## config.mk

```make
export PLATFORM = sky130hd
export DESIGN_NAME = rvfi_bus_observer
export DESIGN_NICKNAME = d
export VERILOG_FILES = /design/src/rtl/rvfi_bus_observer.sv
export SDC_FILE = /design/constraint.sdc
export NUM_CORES = 1
export LEC_CHECK = 0
export CORE_MARGIN = 5
export CORE_UTILIZATION = 58
export DETAILED_ROUTE_END_ITERATION = 8
export PLACE_DENSITY_LB_ADDON = 0.2
export SYNTH_ARGS = -nofsm -noshare
export SYNTH_HDL_FRONTEND = slang
export SYNTH_SLANG_ARGS = --single-unit
```

## constraint.sdc

```tcl
create_clock -name clk_i -period 5.4 [get_ports clk_i]
set_input_delay 1.08 -clock clk_i [delete_from_list [all_inputs] [get_ports clk_i]]
set_output_delay 1.08 -clock clk_i [all_outputs]
set_load 0.02 [all_outputs]
```

## src/rtl/rvfi_bus_observer.sv

```systemverilog
// Passive observer for one split request/response memory port. It pairs each accepted request
// with its in-order response and emits one registered RVFI bus-channel record per transfer.
module rvfi_bus_observer #(
  parameter int unsigned XLEN   = 32,
  parameter int unsigned BUSLEN = 32,
  parameter int unsigned DEPTH  = 4,
  parameter bit          INSN   = 1'b0
) (
  input  logic                       clk_i,
  input  logic                       rst_ni,
  input  logic                       req_valid_i,
  input  logic                       req_ready_i,
  input  logic [XLEN-1:0]            req_addr_i,
  input  logic [BUSLEN/8-1:0]        req_rmask_i,
  input  logic [BUSLEN/8-1:0]        req_wmask_i,
  input  logic [BUSLEN-1:0]          req_wdata_i,
  input  logic                       rsp_valid_i,
  input  logic [BUSLEN-1:0]          rsp_rdata_i,
  input  logic                       rsp_err_i,
  output logic                       rvfi_bus_valid_o,
  output logic                       rvfi_bus_insn_o,
  output logic                       rvfi_bus_data_o,
  output logic                       rvfi_bus_fault_o,
  output logic [XLEN-1:0]            rvfi_bus_addr_o,
  output logic [BUSLEN/8-1:0]        rvfi_bus_rmask_o,
  output logic [BUSLEN-1:0]          rvfi_bus_rdata_o,
  output logic [BUSLEN/8-1:0]        rvfi_bus_wmask_o,
  output logic [BUSLEN-1:0]          rvfi_bus_wdata_o,
  output logic [$clog2(DEPTH+1)-1:0] pending_o,
  output logic                       proto_err_o
);

  localparam int unsigned NBytes = BUSLEN / 8;
  localparam int unsigned PtrW   = $clog2(DEPTH);
  localparam int unsigned CntW   = $clog2(DEPTH + 1);

  function automatic logic [BUSLEN-1:0] mask_bytes(input logic [BUSLEN-1:0] d,
                                                   input logic [NBytes-1:0] m);
    logic [BUSLEN-1:0] r;
    r = '0;
    for (int i = 0; i < int'(NBytes); i++) begin
      r[8*i +: 8] = m[i] ? d[8*i +: 8] : 8'h00;
    end
    return r;
  endfunction

  logic [XLEN-1:0]   addr_mem  [DEPTH];
  logic [NBytes-1:0] rmask_mem [DEPTH];
  logic [NBytes-1:0] wmask_mem [DEPTH];
  logic [BUSLEN-1:0] wdata_mem [DEPTH];

  logic [PtrW-1:0] wr_ptr_q, wr_ptr_d, rd_ptr_q, rd_ptr_d;
  logic [CntW-1:0] cnt_q, cnt_d;
  logic            err_q, err_d;
  logic            empty, full, req_fire, do_pop, do_push;

  assign empty    = (cnt_q == '0);
  assign full     = (cnt_q == CntW'(DEPTH));
  assign req_fire = req_valid_i && req_ready_i;
  assign do_pop   = rsp_valid_i && !empty;
  // A pop in the same cycle frees the slot, so a push while full is only legal alongside a pop.
  assign do_push  = req_fire && (!full || do_pop);

  always_comb begin
    wr_ptr_d = wr_ptr_q;
    rd_ptr_d = rd_ptr_q;
    cnt_d    = cnt_q;
    err_d    = err_q;
    if (do_push) wr_ptr_d = wr_ptr_q + PtrW'(1);
    if (do_pop)  rd_ptr_d = rd_ptr_q + PtrW'(1);
    if (do_push && !do_pop)      cnt_d = cnt_q + CntW'(1);
    else if (do_pop && !do_push) cnt_d = cnt_q - CntW'(1);
    if ((rsp_valid_i && empty) || (req_fire && !do_push)) err_d = 1'b1;
  end

  always_ff @(posedge clk_i or negedge rst_ni) begin
    if (!rst_ni) begin
      wr_ptr_q <= '0;
      rd_ptr_q <= '0;
      cnt_q    <= '0;
      err_q    <= 1'b0;
    end else begin
      wr_ptr_q <= wr_ptr_d;
      rd_ptr_q <= rd_ptr_d;
      cnt_q    <= cnt_d;
      err_q    <= err_d;
    end
  end

  always_ff @(posedge clk_i) begin
    if (do_push) begin
      addr_mem[wr_ptr_q]  <= req_addr_i;
      rmask_mem[wr_ptr_q] <= req_rmask_i;
      wmask_mem[wr_ptr_q] <= req_wmask_i;
      wdata_mem[wr_ptr_q] <= req_wdata_i;
    end
  end

  // Record fields hold between pulses; only valid drops back to 0.
  always_ff @(posedge clk_i or negedge rst_ni) begin
    if (!rst_ni) begin
      rvfi_bus_valid_o <= 1'b0;
      rvfi_bus_insn_o  <= 1'b0;
      rvfi_bus_data_o  <= 1'b0;
      rvfi_bus_fault_o <= 1'b0;
      rvfi_bus_addr_o  <= '0;
      rvfi_bus_rmask_o <= '0;
      rvfi_bus_rdata_o <= '0;
      rvfi_bus_wmask_o <= '0;
      rvfi_bus_wdata_o <= '0;
    end else begin
      rvfi_bus_valid_o <= do_pop;
      if (do_pop) begin
        rvfi_bus_insn_o  <= INSN;
        rvfi_bus_data_o  <= !INSN;
        rvfi_bus_fault_o <= rsp_err_i;
        rvfi_bus_addr_o  <= addr_mem[rd_ptr_q];
        rvfi_bus_rmask_o <= rmask_mem[rd_ptr_q];
        rvfi_bus_rdata_o <= mask_bytes(rsp_rdata_i, rmask_mem[rd_ptr_q]);
        rvfi_bus_wmask_o <= wmask_mem[rd_ptr_q];
        rvfi_bus_wdata_o <= mask_bytes(wdata_mem[rd_ptr_q], wmask_mem[rd_ptr_q]);
      end
    end
  end

  assign pending_o   = cnt_q;
  assign proto_err_o = err_q;

endmodule

```

; Yosys cells after proc, flatten, opt, wreduce, memory -nomap -nowiden
; Memory sizes are Yosys's and may differ from the RTL's. A register that Yosys moved wholly into a read port is not among the register bits.
; Cells that the tools add are included.
[word_totals]
ram_bits = 288
memories = 4
out_inout_bits = 112
inputBits = 110
reg_bits = 83
[op_classes]
add_sub_neg = 4
reduce_logical = 16
mux = 12
n_eq_ne = 1
[mem_list]
columns = memory, words, word_bits, read_ports, rd_ports_with_merged_regs, wr, line
row1 = addr_mem, 4, 32, 1, 1, 1, 47  ; logic [XLEN-1:0] addr_mem [DEPTH];
row2 = wdata_mem, 4, 32, 1, 0, 1, 50  ; logic [BUSLEN-1:0] wdata_mem [DEPTH];
row3 = rmask_mem, 4, 4, 1, 0, 1, 48  ; logic [NBytes-1:0] rmask_mem [DEPTH];
row4 = wmask_mem, 4, 4, 1, 0, 1, 49  ; logic [NBytes-1:0] wmask_mem [DEPTH];
[op_table]
columns = op, n
row1 = $mux W8, 8
row2 = $logic_and A1 B1 Y1, 7
row3 = $mux W3, 2
row4 = $logic_not A1 Y1, 5
row5 = $add A2 B1 Y2 const B, 2
row6 = $add A3 B1 Y3 const B, 1
row7 = $eq A3 B3 Y1 const B, 1
row8 = $logic_not A3 Y1, 1
row9 = $sub A3 B1 Y3 const B, 1
row10 = $logic_or A1 B1 Y1, 2
row11 = $mux W1, 2
row12 = $reduce_bool A2 Y1, 1

; Logic depth before layout (Yosys ltp)
; Gate-level depths: netlist of run 1.
[logic_depth]
word_depth = 9
ltp_mapped = 10
ltp_nobuf = 8

; Worst setup path after synthesis of run 1
; Ideal clock, no wire load.
[synth_path]
kind = input -> register
start = input rsp_valid_i
end = memory addr_mem[0][0] (enable)
path_buffers = 0
setup_ns = 0.438
slack_ns = 1.704
stages = 3
arrival_time_ns = 3.258
path_cell_list = inv_1 a31oi_1 and2_1
[synth_between]
elab_chain_cells = 5
[synth_lines]
columns = item, line
row1 = from (decl), 17  ; input logic rsp_valid_i,
row2 = $logic_and A1 B1 Y1, 60  ; assign do_pop = rsp_valid_i && !empty;
row3 = $logic_or A1 B1 Y1, 62  ; assign do_push = req_fire && (!full || do_pop);
row4 = $logic_and A1 B1 Y1, 62
row5 = via do_push, 55  ; logic empty, full, req_fire, do_pop, do_push;
row6 = $mux W1, 91  ; if (do_push) begin
row7 = $mux W1 (implied by the code), 92  ; addr_mem[wr_ptr_q] <= req_addr_i;
row8 = to (decl), 47
; The timed path passes the listed nets, and every way through them passes these cells.

; Worst setup path in the final report of run 1
[layout_path]
start = input rsp_valid_i
end = memory wdata_mem[3][15] (enable)
[layout_between]
elab_chain_cells = 5
[layout_lines]
columns = item, line
row1 = $logic_and A1 B1 Y1, 60
row2 = $logic_or A1 B1 Y1, 62
row3 = $logic_and A1 B1 Y1, 62
row4 = via do_push, 55
row5 = $mux W1, 91
row6 = $mux W1 (implied by the code), 95  ; wdata_mem[wr_ptr_q] <= req_wdata_i;
row7 = to (decl), 50
; The timed path passes the listed nets, and every way through them passes these cells.

==> run summary, run 1 <==
Tcrit/Tclk final = 60.0%
Layout area overhead = 24.6%
H-Tree Level Count = 2
Critical Path RT = 5.61 ns
Slew headroom = 37.0%
grt met3 use = 4.76%
Mapped Cells = 869
Clock Latency Late Sink = 0.53 ns
Sink Count = 403
worst setup path category = in -> reg
clk slew on worst S/H paths = 0.06 ns
PortBufs = 220
global-route wire length before repair = 48900 um
Peak VDD IR = 400 uV
Total Die Area = 29600 sq um
Final Setup Violations = 0
WL final = 31700 um
post-route ant nets = 0
worst clock skew = 0.0125 ns
routed length per instance = 21.5 um
Fill cells = 1601
PwrDens = 547 nW/um^2
Util after Layout = 73.1%
TritonCTS clock tree = done
CORE AREA = 26000 sq um
row count = 59
Initial DRT Pass Iterations = 5
cts repair resizes = 0
Final TNS setup = 0 ns
synthesized flop and latch total = 403
hold_ws = 0.456 ns
global-route usage over all layers = 21.6%
max-capacitance violation count = 0
initial antenna violation count = 2
Mapped Area = 15200 sq um
Final #Nets = 1223
placed cells = 1399
Initial Util = 58.6%
leading area contributor after synthesis = edfxtp_1
Root Buffer = clkbuf_16
synth unique cells = 30
met2 Resource Use GR = 36.4%
syn_nets = 985
slack of the critical path = 2.16 ns
outcome = finished clean
share of cells above drive strength 1 = 16.5%
Critical Path End Type = flip-flop
number of diodes = 0
count of final max-slew check failures = 0
synth top area cells = edfxtp_1 (57%), dfrtp_1 (19%), mux4_2 (10%)
most frequent cells in the layout = edfxtp_1 (288), clkdlybuf4s50_1 (219), nand2_1 (213)
Vias/cell = 5.52
final hold vios = 0
1st-iter DRT viols = 543
leading cell type in the layout, fill and taps excluded = edfxtp_1
Final min period = 3.24 ns
Die Y = 172 um
Seq/Total Area, Yosys = 75.7%
grt ovf = 0
Post-CTS Repair Setup Buffers = 0
setup slack at placement = 1.60 ns
Hold Crit Class = reg -> reg
Die W = 172 um
vias in the first global route = 8642
Ys Warns = 0
Max clock buf depth = 3
DP Wirelength = 20300 um
critical path launch point type = input port
largest net degree at the start of global routing = 80
via count = 8142
num ports = 222
top cell type's share of synthesized area = 56.8%
Worst EP arrival = 3.45 ns
critical-path maximum fanout = 45
RSZ-0062 raised after global routing = false
Avg Inst Size Synth = 17.5 sq um
Hold Buf Count CTS = 0
GP Congestion = 0.728
P_leak = 7.19 nW
DRC viols = 0
M1 GR Usage = 29.5%
slew at the pin with the worst max-slew slack = 0.945 ns
gr busiest metal = met2
number of buffers created by CTS = 41
Fmax = 0.309 GHz
final non-filler cell total = 1475
cell families (layout without fill, tap and decap cells):
kind of cell               after synthesis  in the layout  share of synthesized area, %
and+or+nand+nor                        253            253                          6.61
adders and majority gates                6              6                         0.542
AOI/OAI and AO/OA                       40             40                          2.93
xor gates and xnor gates                 6              6                         0.345
muxes                                   82             82                          11.1
other                                    1              1                        0.0246
DFF                                    403            403                          75.7
buffers and inverters                   78            349                          2.74
metrics by stage:
stage / power [W] / instance area (sq um)
after floorplan: 0.00649 / 15200
after global placement: 0.00777 / 17700
after detailed placement: 0.00785 / 17700
after CTS: 0.0105 / 19000
after global routing: 0.0109 / 19000
final: 0.0104 / 19000
critical path, cell delays in order:
cell and delay (ns):
clkdlybuf4s50_1 0.54, inv_1 0.07, a31oi_1 0.60, and2_4 0.73
buf_4 0.37
cells in the mapped netlist:
cell type  number
nand2_1       213
dfrtp_1       115
buf_4          10
nand4b_1        1
xor2_1          2
o31ai_2        32
o21ai_0         5
nand3_1        32
a31oi_1         1
o31ai_1         1
mux2_2          2
and2_1          4
xnor2_1         4
buf_1           3
buf_6           5
buf_8           3
inv_2           1
nor2_1          2
conb_1          1
fa_1            1
mux4_2         68
clkbuf_1        8
buf_2          12
mux2_4          4
mux2i_1         8
nand2b_1        1
a21o_1          1
ha_1            5
edfxtp_1      288
inv_1          36
path summary, 6_finish.rpt:
kind | from | end | slack [ns] | cells past startpoint
worst max-delay path | rsp_valid_i | wdata_mem[3][15] | 2.16 | 5
worst min-delay path | proto_err_o | proto_err_o | 0.46 | 1
worst max register to register | pending_o[0] | pending_o[2] | 2.62 | 8
worst min register to register | proto_err_o | proto_err_o | 0.46 | 1
max in group asynchronous | rst_ni | rd_ptr_q[0] | 3.88 | 2
min in group asynchronous | rst_ni | rvfi_bus_wdata_o[25] | 0.47 | 1
registers in the layout, summed over array words and instances (netlist names):
name              cells
wdata_mem           128
rvfi_bus_rmask_o      4
rvfi_bus_valid_o      1
rvfi_bus_addr_o      32
rvfi_bus_wmask_o      4
rvfi_bus_wdata_o     32
rmask_mem            16
wmask_mem            16
addr_mem            128
rvfi_bus_data_o       1
rvfi_bus_fault_o      1
wr_ptr_q              2
rd_ptr_q              2
pending_o             3
rvfi_bus_rdata_o     32
proto_err_o           1
power by group:
part           switching, W  leakage (nW)  internal (W)
Sequential         0.000482          4.06       0.00398
Combinational       0.00172          2.50       0.00157
Clock               0.00112         0.622       0.00152
Total               0.00331          7.19       0.00707
routing by layer:
metal | vias up | wire, um
met2 | 270 | 16100
met5 | - | 34
li1 | 3681 | -
met4 | 4 | 633
met1 | 4140 | 12700
met3 | 47 | 2230
cell type report:
type | instances | area [sq um] | share of cell area [%]
flip-flops and latches | 403 | 11500 | 60.8
multi-input cells | 388 | 3310 | 17.4
repair buffers | 236 | 2320 | 12.2
clock buffers | 52 | 1120 | 5.90
well taps | 335 | 419 | 2.21
clock inverters | 24 | 141 | 0.745
inverters | 37 | 139 | 0.732
(Power assumes the default switching activity.)
==> run 2: changes to the inputs <==
Settings changed: CORE_UTILIZATION 58 to 49.
Clock period 5.4 ns to 2.8 ns, I/O delays scaled along.
==> run 2 against run 1 <==
  * Sequential power rose by 88%
  * Sequential share of layout area down 1.5 points
  * Final area up 2.6%
  * Critical endpoint is now pending_o[0]
==> run summary, run 2 (synthesized netlist as in run 1, its figures left out) <==
outcome = finished clean
Peak VDD IR = 509 uV
Critical Path RT = 2.24 ns
DRC viols = 0
Hold Buf Count CTS = 0
Root Buffer = clkbuf_16
cell family with most CP delay = buffers and inverters
Hold Crit Class = in -> async
Final Setup Violations = 0
routed length per instance = 20.2 um
row count = 64
Crit Reg-Reg Startpoint = pending_o[0]
share of cells above drive strength 1 = 17.9%
Tcrit/Tclk final = 80.3%
Slowest cell on crit path = clkdlybuf4s50_1
Die W = 186 um
Die Y = 186 um
critical path launch point type = flip-flop
TritonCTS clock tree = done
worst path cell trace = clkdlybuf4s50_1
critical-path maximum fanout = 5
P_leak = 7.37 nW
max-capacitance violation count = 0
Layout area overhead = 27.9%
Worst EP arrival = 1.69 ns
count of final max-slew check failures = 0
final non-filler cell total = 1550
Total Die Area = 34700 sq um
PortBufs = 220
Post-CTS Repair Setup Buffers = 0
grt ovf = 0
number of diodes = 0
most frequent cells in the layout = edfxtp_1 (288), clkdlybuf4s50_1 (219), nand2_1 (213)
Max clock buf depth = 3
RSZ-0062 raised after global routing = false
PwrDens = 1060 nW/um^2
post-route ant nets = 0
worst clock skew = 0.0103 ns
Final #Nets = 1238
Fmax = 0.445 GHz
WL final = 31300 um
number of buffers created by CTS = 41
via count = 8078
Initial DRT Pass Iterations = 4
buffers and inverters on the worst path = 1
Fill cells = 2166
DP Wirelength = 20300 um
largest registers = addr_mem x128, wdata_mem x128
Clock Latency Late Sink = 0.52 ns
final hold vios = 0
num ports = 222
GP Congestion = 0.794
Slew headroom = 52.1%
FF/Latch Area = 11500 sq um
Initial Util = 49.7%
Final min period = 2.25 ns
vias in the first global route = 8616
crit path from = pending_o[0]
worst setup path category = reg -> out
initial antenna violation count = 2
CORE AREA = 30700 sq um
Sink Count = 403
leading cell type in the layout, fill and taps excluded = edfxtp_1
slew at the pin with the worst max-slew slack = 0.719 ns
1st-iter DRT viols = 484
largest net degree at the start of global routing = 122
global-route usage over all layers = 18.3%
placed cells = 1475
Max stage delay on crit path = 0.67 ns
cts repair resizes = 0
global-route wire length before repair = 49300 um
clk slew on worst S/H paths = 0.06 ns
Final TNS setup = 0 ns
H-Tree Level Count = 2
multi-input logic area = 3310 sq um
Critical Path End Type = primary output
Vias/cell = 5.21
run 2: cell count changes in the layout (fill, tap and decap cells not counted), moves of 2 or more:
cell       change
clkbuf_16      -2
clkinv_1       -7
buf_12        +14
bufinv_16      +5
clkinv_8       +2
clkbuf_1       +2
clkbuf_8       +2
run 2: worst paths after layout:
path                                         to  slack, ns  depth (start not counted)
worst max-delay path               pending_o[0]       0.55                          1
worst min-delay path            rvfi_bus_data_o       0.03                          1
worst max register to register     pending_o[2]       0.68                          8
worst min register to register      proto_err_o       0.45                          1
max in group asynchronous           rd_ptr_q[0]       2.17                          2
min in group clk_i                  proto_err_o       0.45                          1
run 2: metrics by stage:
stage / util (%) / setup WS [ns] / instance area, sq um / total power, W / hold WS, ns
final: 63.5 / 0.552 / 19500 / 0.0206 / 0.0268
after CTS: 63.5 / 0.506 / 19500 / 0.0209 / 0.0354
after global routing: 63.5 / 0.488 / 19500 / 0.0217 / 0.0623
after global placement: 59.0 / 0.203 / 18100 / 0.0152 / 0.444
after detailed placement: 59.0 / 0.138 / 18100 / 0.0153 / 0.442
after floorplan: - / 0.361 / 15200 / 0.0125 / 0.264
run 2: metal layers:
layer	part of all wire, %	GRT usage (%)	routed length [um]	up-vias
li1	-	-	-	3707
met1	40	24.2	12600	4099
met2	51	31.5	16000	225
met3	6.8	4.06	2140	43
met4	1.4	3.99	423	4
met5	0.086	0	27	-
run 2: final cells by class:
class                   instances  area share, %
repair buffers                251           13.4
clock inverters                21           1.42
inverters                      37          0.713
flip-flops and latches        403           59.2
clock buffers                  54           5.67
multi-input cells             388           17.0
well taps                     396           2.54
run 2: where the power goes:
part,total (W),leakage (nW),switching [W],internal [W]
Clock,0.00553,0.679,0.00219,0.00335
Sequential,0.00840,4.06,0.000720,0.00768
Combinational,0.00664,2.63,0.00347,0.00317
Total,0.0206,7.37,0.00637,0.0142
==> edit 1 (config.mk and constraints of run 2) <==
The parameter `BUSLEN` goes from 32 to 64.
--- a/src/rtl/rvfi_bus_observer.sv
+++ b/src/rtl/rvfi_bus_observer.sv
@@ -2,7 +2,7 @@
 // with its in-order response and emits one registered RVFI bus-channel record per transfer.
 module rvfi_bus_observer #(
   parameter int unsigned XLEN   = 32,
-  parameter int unsigned BUSLEN = 32,
+  parameter int unsigned BUSLEN = 64,
   parameter int unsigned DEPTH  = 4,
   parameter bit          INSN   = 1'b0
 ) (
Ports: changed (8 resized); port bits go from 222 to 366. The function was not compared with the original's and may differ.
==> edit 1 against run 2 <==
Sequential share of layout area shrank 0.38 points. Synthesized area up 58%. Worst setup slack worse by 0.077 ns. Via count increased by 62%. Cell area up 58%. Non-clock buffer count increased by 153. Total power up 59%. Wire length rose by 70%. Sequential cell count rose by 232. Die area grew 54%. Clock power grew 50%. Register-to-register slack improved by 0.04 ns. Sequential power grew 57%. Largest power group unchanged.
==> edit 1: results (changes against run 2) <==
Outcome
  – Status: completed

Place
  – Pre-CTS WS: 0.291 ns (+0.153 ns)
  – Cells after DPL: 2387 (+62%)
  – GP Congestion: 0.786 (-0.93%)
  – Buffers on Ports: 364 (+65%)
  – Post-DP HPWL: 34.9 mm (+72%)
  – Placed cell area: 0.0287 sq mm (+59%)

Global routing
  – Pin count of the biggest net entering global routing: 147 (+20%)
  – First-pass GRT wire length: 82.3 mm (+67%)
  – Initial antenna violation count: 8 (+6)
  – Total GRT Usage: 0.200 (+0.0176)
  – Vias in the first global route: 14100 (+64%)

Power
  – Leakage: 11.7 nW (+59%)
  – Max IR drop VDD: 0.000555 V (+9.1%)

Logic synthesis
  – Fraction of registers with async set/reset: 0.294 (+0.00913)
  – Commonest cells in the netlist: edfxtp_1, nand2_1, dfrtp_1
  – Library cells used by synthesis: 31 (+3.3%)
  – Number of enable flip-flop cells after synthesis: 448 (+56%)
  – Yosys synthesis warning count: 0 (unchanged)
  – Syn nets: 1575 (+60%)
  – Seq/Total Area, Yosys: 0.755 (-0.00136)
  – Synth area leaders: edfxtp_1, dfrtp_1, mux4_2, nand2_1, o31ai_2
  – Syn avg cell area: 17.3 sq um (-1.3%)

Setup path
  – CP max stage delay: 0.68 ns
  – Arrival time of the worst setup path: 1.77 ns (+0.08 ns)
  – Worst R2R Path Depth: 7 (-1)
  – Worst setup endpoint: pending_o[0]
  – CP max stage cell: clkdlybuf4s50_1
  – Setup slack, reg-to-reg: 0.72 ns (+0.04 ns)

Route
  – DRT iter0 DRCs: 661 (+37%)
  – Routed wire per std cell: 21.1 microns (+4.7%)
  – Initial DRT Pass Iterations: 4 (unchanged)
  – Routed vias: 13100 (+62%)

Timing
  – Final worst slack: 0.475 ns (-0.0771 ns)
  – Clock skew: 0.0111 ns (+0.000775 ns)
  – Least-Margin Pin Slew: 0.813 ns (+0.0942 ns)

Layout
  – Area delta synth->final: 28.4%
  – Largest regs: wdata_mem: 256 flops, addr_mem: 128 flops
  – FILL cells: 3538 (+63%)
  – Fin cells: 2510 (+62%)
  – Final nets: 1980 (+60%)
  – Layout cell share with drive strength beyond 1: 0.176 (-0.00358)

Clock tree
  – H-tree depth: 3 (+1)
  – CTS buffer count: 66 (+61%)
  – CTS Hold Bufs: 1 (+1)
  – Clock insertion delay at the later pin of the skew report: 0.58 ns (+0.06 ns)

Min path
  – Hold Path Class: flip-flop to flip-flop
[edit 1: layer usage]
layer / up-vias / track usage / share of wire
met5: - / 0 / 0.0017
met4: 12 / 0.0641 / 0.022
met3: 77 / 0.0524 / 0.069
met2: 385 / 0.336 / 0.50
met1: 6628 / 0.260 / 0.40
li1: 5948 / - / -
[edit 1: power by group]
group,switching (W),internal (W),leakage (nW)
sequential,0.00104,0.0121,6.45
combinational,0.00603,0.00512,4.21
clock,0.00342,0.00490,1.04
total,0.0105,0.0221,11.7
[edit 1: cell type report]
cell class / count / area share
Tap cell: 664 / 0.0270
Sequential cell: 635 / 0.589
Timing Repair Buffer: 404 / 0.137
Antenna cell: 3 / 0.000244
Multi-Input combinational cell: 616 / 0.171
Clock inverter: 27 / 0.00548
Inverter: 69 / 0.00844
Clock buffer: 92 / 0.0625
[edit 1: cell families (layout without fill, tap and decap cells)]
kind of cell | after synthesis | after routing | share of synthesized area
DFF | 635 | 635 | 0.755
and+or+nand+nor | 397 | 397 | 0.0662
buffers and inverters | 136 | 592 | 0.0263
muxes | 130 | 130 | 0.110
AOI/OAI and AO/OA | 76 | 76 | 0.0361
adders and majority gates | 6 | 6 | 0.00344
xor gates and xnor gates | 6 | 6 | 0.00219
other | 1 | 4 | 0.000156
[edit 1: worst min path at each step]
stage | to | slack [ns] | cells after the start
floorplan | pending_o[0] | 0.26 | 0
global placement | proto_err_o | 0.44 | 1
detailed placement | rvfi_bus_data_o | 0.45 | 1
CTS | rvfi_bus_rdata_o[45] | 0.47 | 2
global route | rvfi_bus_rdata_o[19] | 0.48 | 2
finish | rvfi_bus_rdata_o[60] | 0.46 | 2
==> edit 2 (flow settings as in run 2) <==
Without the edit above. Register the output `rvfi_bus_fault_o` once more, without a reset; this adds one clock of latency there. The other outputs are not delayed to match.
--- a/src/rtl/rvfi_bus_observer.sv
+++ b/src/rtl/rvfi_bus_observer.sv
@@ -33,6 +33,8 @@
   localparam int unsigned NBytes = BUSLEN / 8;
   localparam int unsigned PtrW   = $clog2(DEPTH);
   localparam int unsigned CntW   = $clog2(DEPTH + 1);
+
+  logic rvfi_bus_fault_s0;
 
   function automatic logic [BUSLEN-1:0] mask_bytes(input logic [BUSLEN-1:0] d,
                                                    input logic [NBytes-1:0] m);
@@ -102,7 +104,7 @@
       rvfi_bus_valid_o <= 1'b0;
       rvfi_bus_insn_o  <= 1'b0;
       rvfi_bus_data_o  <= 1'b0;
-      rvfi_bus_fault_o <= 1'b0;
+      rvfi_bus_fault_s0 <= 1'b0;
       rvfi_bus_addr_o  <= '0;
       rvfi_bus_rmask_o <= '0;
       rvfi_bus_rdata_o <= '0;
@@ -113,7 +115,7 @@
       if (do_pop) begin
         rvfi_bus_insn_o  <= INSN;
         rvfi_bus_data_o  <= !INSN;
-        rvfi_bus_fault_o <= rsp_err_i;
+        rvfi_bus_fault_s0 <= rsp_err_i;
         rvfi_bus_addr_o  <= addr_mem[rd_ptr_q];
         rvfi_bus_rmask_o <= rmask_mem[rd_ptr_q];
         rvfi_bus_rdata_o <= mask_bytes(rsp_rdata_i, rmask_mem[rd_ptr_q]);
@@ -126,5 +128,9 @@
   assign pending_o   = cnt_q;
   assign proto_err_o = err_q;
 
+  always_ff @(posedge clk_i) begin
+    rvfi_bus_fault_o <= rvfi_bus_fault_s0;
+  end
+
 endmodule
 
Behaviour: not the same (a bounded check fails within 4 cycles, from zero or initial values and one cycle with rst_ni low).
==> edit 2 against run 2 <==
Cell count decreased by 0.58%. Total power decreased by 2.2%. Wire length decreased by 2.8%. Sequential cell count increased by 1. Via count decreased by 0.50%. Worst setup slack improved by 0.0061 ns. Synthesized area increased by 0.13%. Count of clock-buffer cells in the layout decreased by 2. Cell area decreased by 0.85%. Largest power group unchanged.
==> edit 2: results (changes against run 2) <==
Min path
  – Hold Path Class: flip-flop to flip-flop

Layout
  – Sequential cell count: 404 (+0.25%)
  – Multi-input combinational area share: 0.171 (+0.00147)
  – Clk tree area frac: 0.0657 (-0.00529)
  – FILL cells: 2266 (+4.6%)
  – Sequential cell area: 0.0116 sq mm (+0.17%)
  – Non-clk buf share: 0.131 (-0.00273)
  – Layout cell share with drive strength beyond 1: 0.169 (-0.0107)
  – Fin util: 0.629 (-0.00543)
  – Final nets: 1228 (-0.81%)
  – # diodes: 1 (+1)

Global routing
  – Total GRT Usage: 0.175 (-0.00733)
  – Vias in the first global route: 8629 (+0.15%)
  – First-pass GRT wire length: 49.0 mm (-0.57%)
  – Met1 usage: 0.237 (-0.00463)
  – M2 GR Usage: 0.291 (-0.0240)
  – Routing usage on met3: 0.0430 (+0.00233)
  – Pin count of the biggest net entering global routing: 87 (-29%)

Route
  – DRT iter0 DRCs: 418 (-14%)
  – Via density: 5.22 (about the same)
  – DRT met1 WL: 12.8 mm (+1.5%)
  – Met3 routed WL: 2.02 mm (-5.4%)
  – Routed wl met2: 14.9 mm (-7.0%)
  – Routed wire per std cell: 19.7 microns (-2.3%)

Power
  – Max IR drop VDD: 0.000598 V (+18%)
  – Leakage: 7.27 nW (-1.4%)
  – Clock power frac: 0.253 (-0.016)

Logic synthesis
  – Synth area leaders: edfxtp_1, dfrtp_1, mux4_2, nand2_1, o31ai_2
  – Seq/Total Area, Yosys: 0.757 (about the same)
  – Fraction of registers with async set/reset: 0.285 (-0.000706)
  – Library cells used by synthesis: 31 (+3.3%)
  – Syn nets: 986 (+0.10%)

Place
  – Post-DP HPWL: 18.8 mm (-7.0%)
  – Placed cell area: 0.0180 sq mm (-0.36%)
  – Pre-CTS WS: 0.207 ns (+0.0686 ns)

Setup path
  – CP max stage delay: 0.67 ns (about the same)

Floorplan
  – Initial Util: 0.497 (+0.000653)

Timing
  – Clock skew: 0.0131 ns (+0.00283 ns)
  – Period utilisation layout: 0.801 (-0.00218)
  – Slew headroom: 0.552 (+0.0311)

Clock tree
  – CTS buffer count: 42 (+2.4%)

Outcome
  – Status: completed
## edit 2: cell types whose count changed after synthesis, sizes merged
cell and change:
dfxtp +1
## edit 2: per-stage QoR
| stage | hold slack, ns | instances | total power [W] |
|---|---|---|---|
| 3_5_place_dp | 0.355 | 1463 | 0.0153 |
| 2_1_floorplan | 0.264 | 870 | 0.0125 |
| 3_3_place_gp | 0.353 | 1463 | 0.0152 |
| 4_1_cts | 0.364 | 1540 | 0.0204 |
| 5_1_grt | 0.374 | 1541 | 0.0212 |
| 6_report | 0.362 | 1541 | 0.0201 |
## edit 2: kinds of logic after synthesis
logic type / share of synthesized area
simple gates: 0.0660
flops: 0.757
compound gates: 0.0293
other cells: 0.000246
xor+xnor: 0.00345
mux: 0.111
fa+ha+maj: 0.00542
buf+inv: 0.0273
## edit 2: what timing repair did
action	CTS	global route
hold endpoints to repair	29	0
buffers inserted	0	0
hold buffers	1	0
setup endpoints to repair	0	0
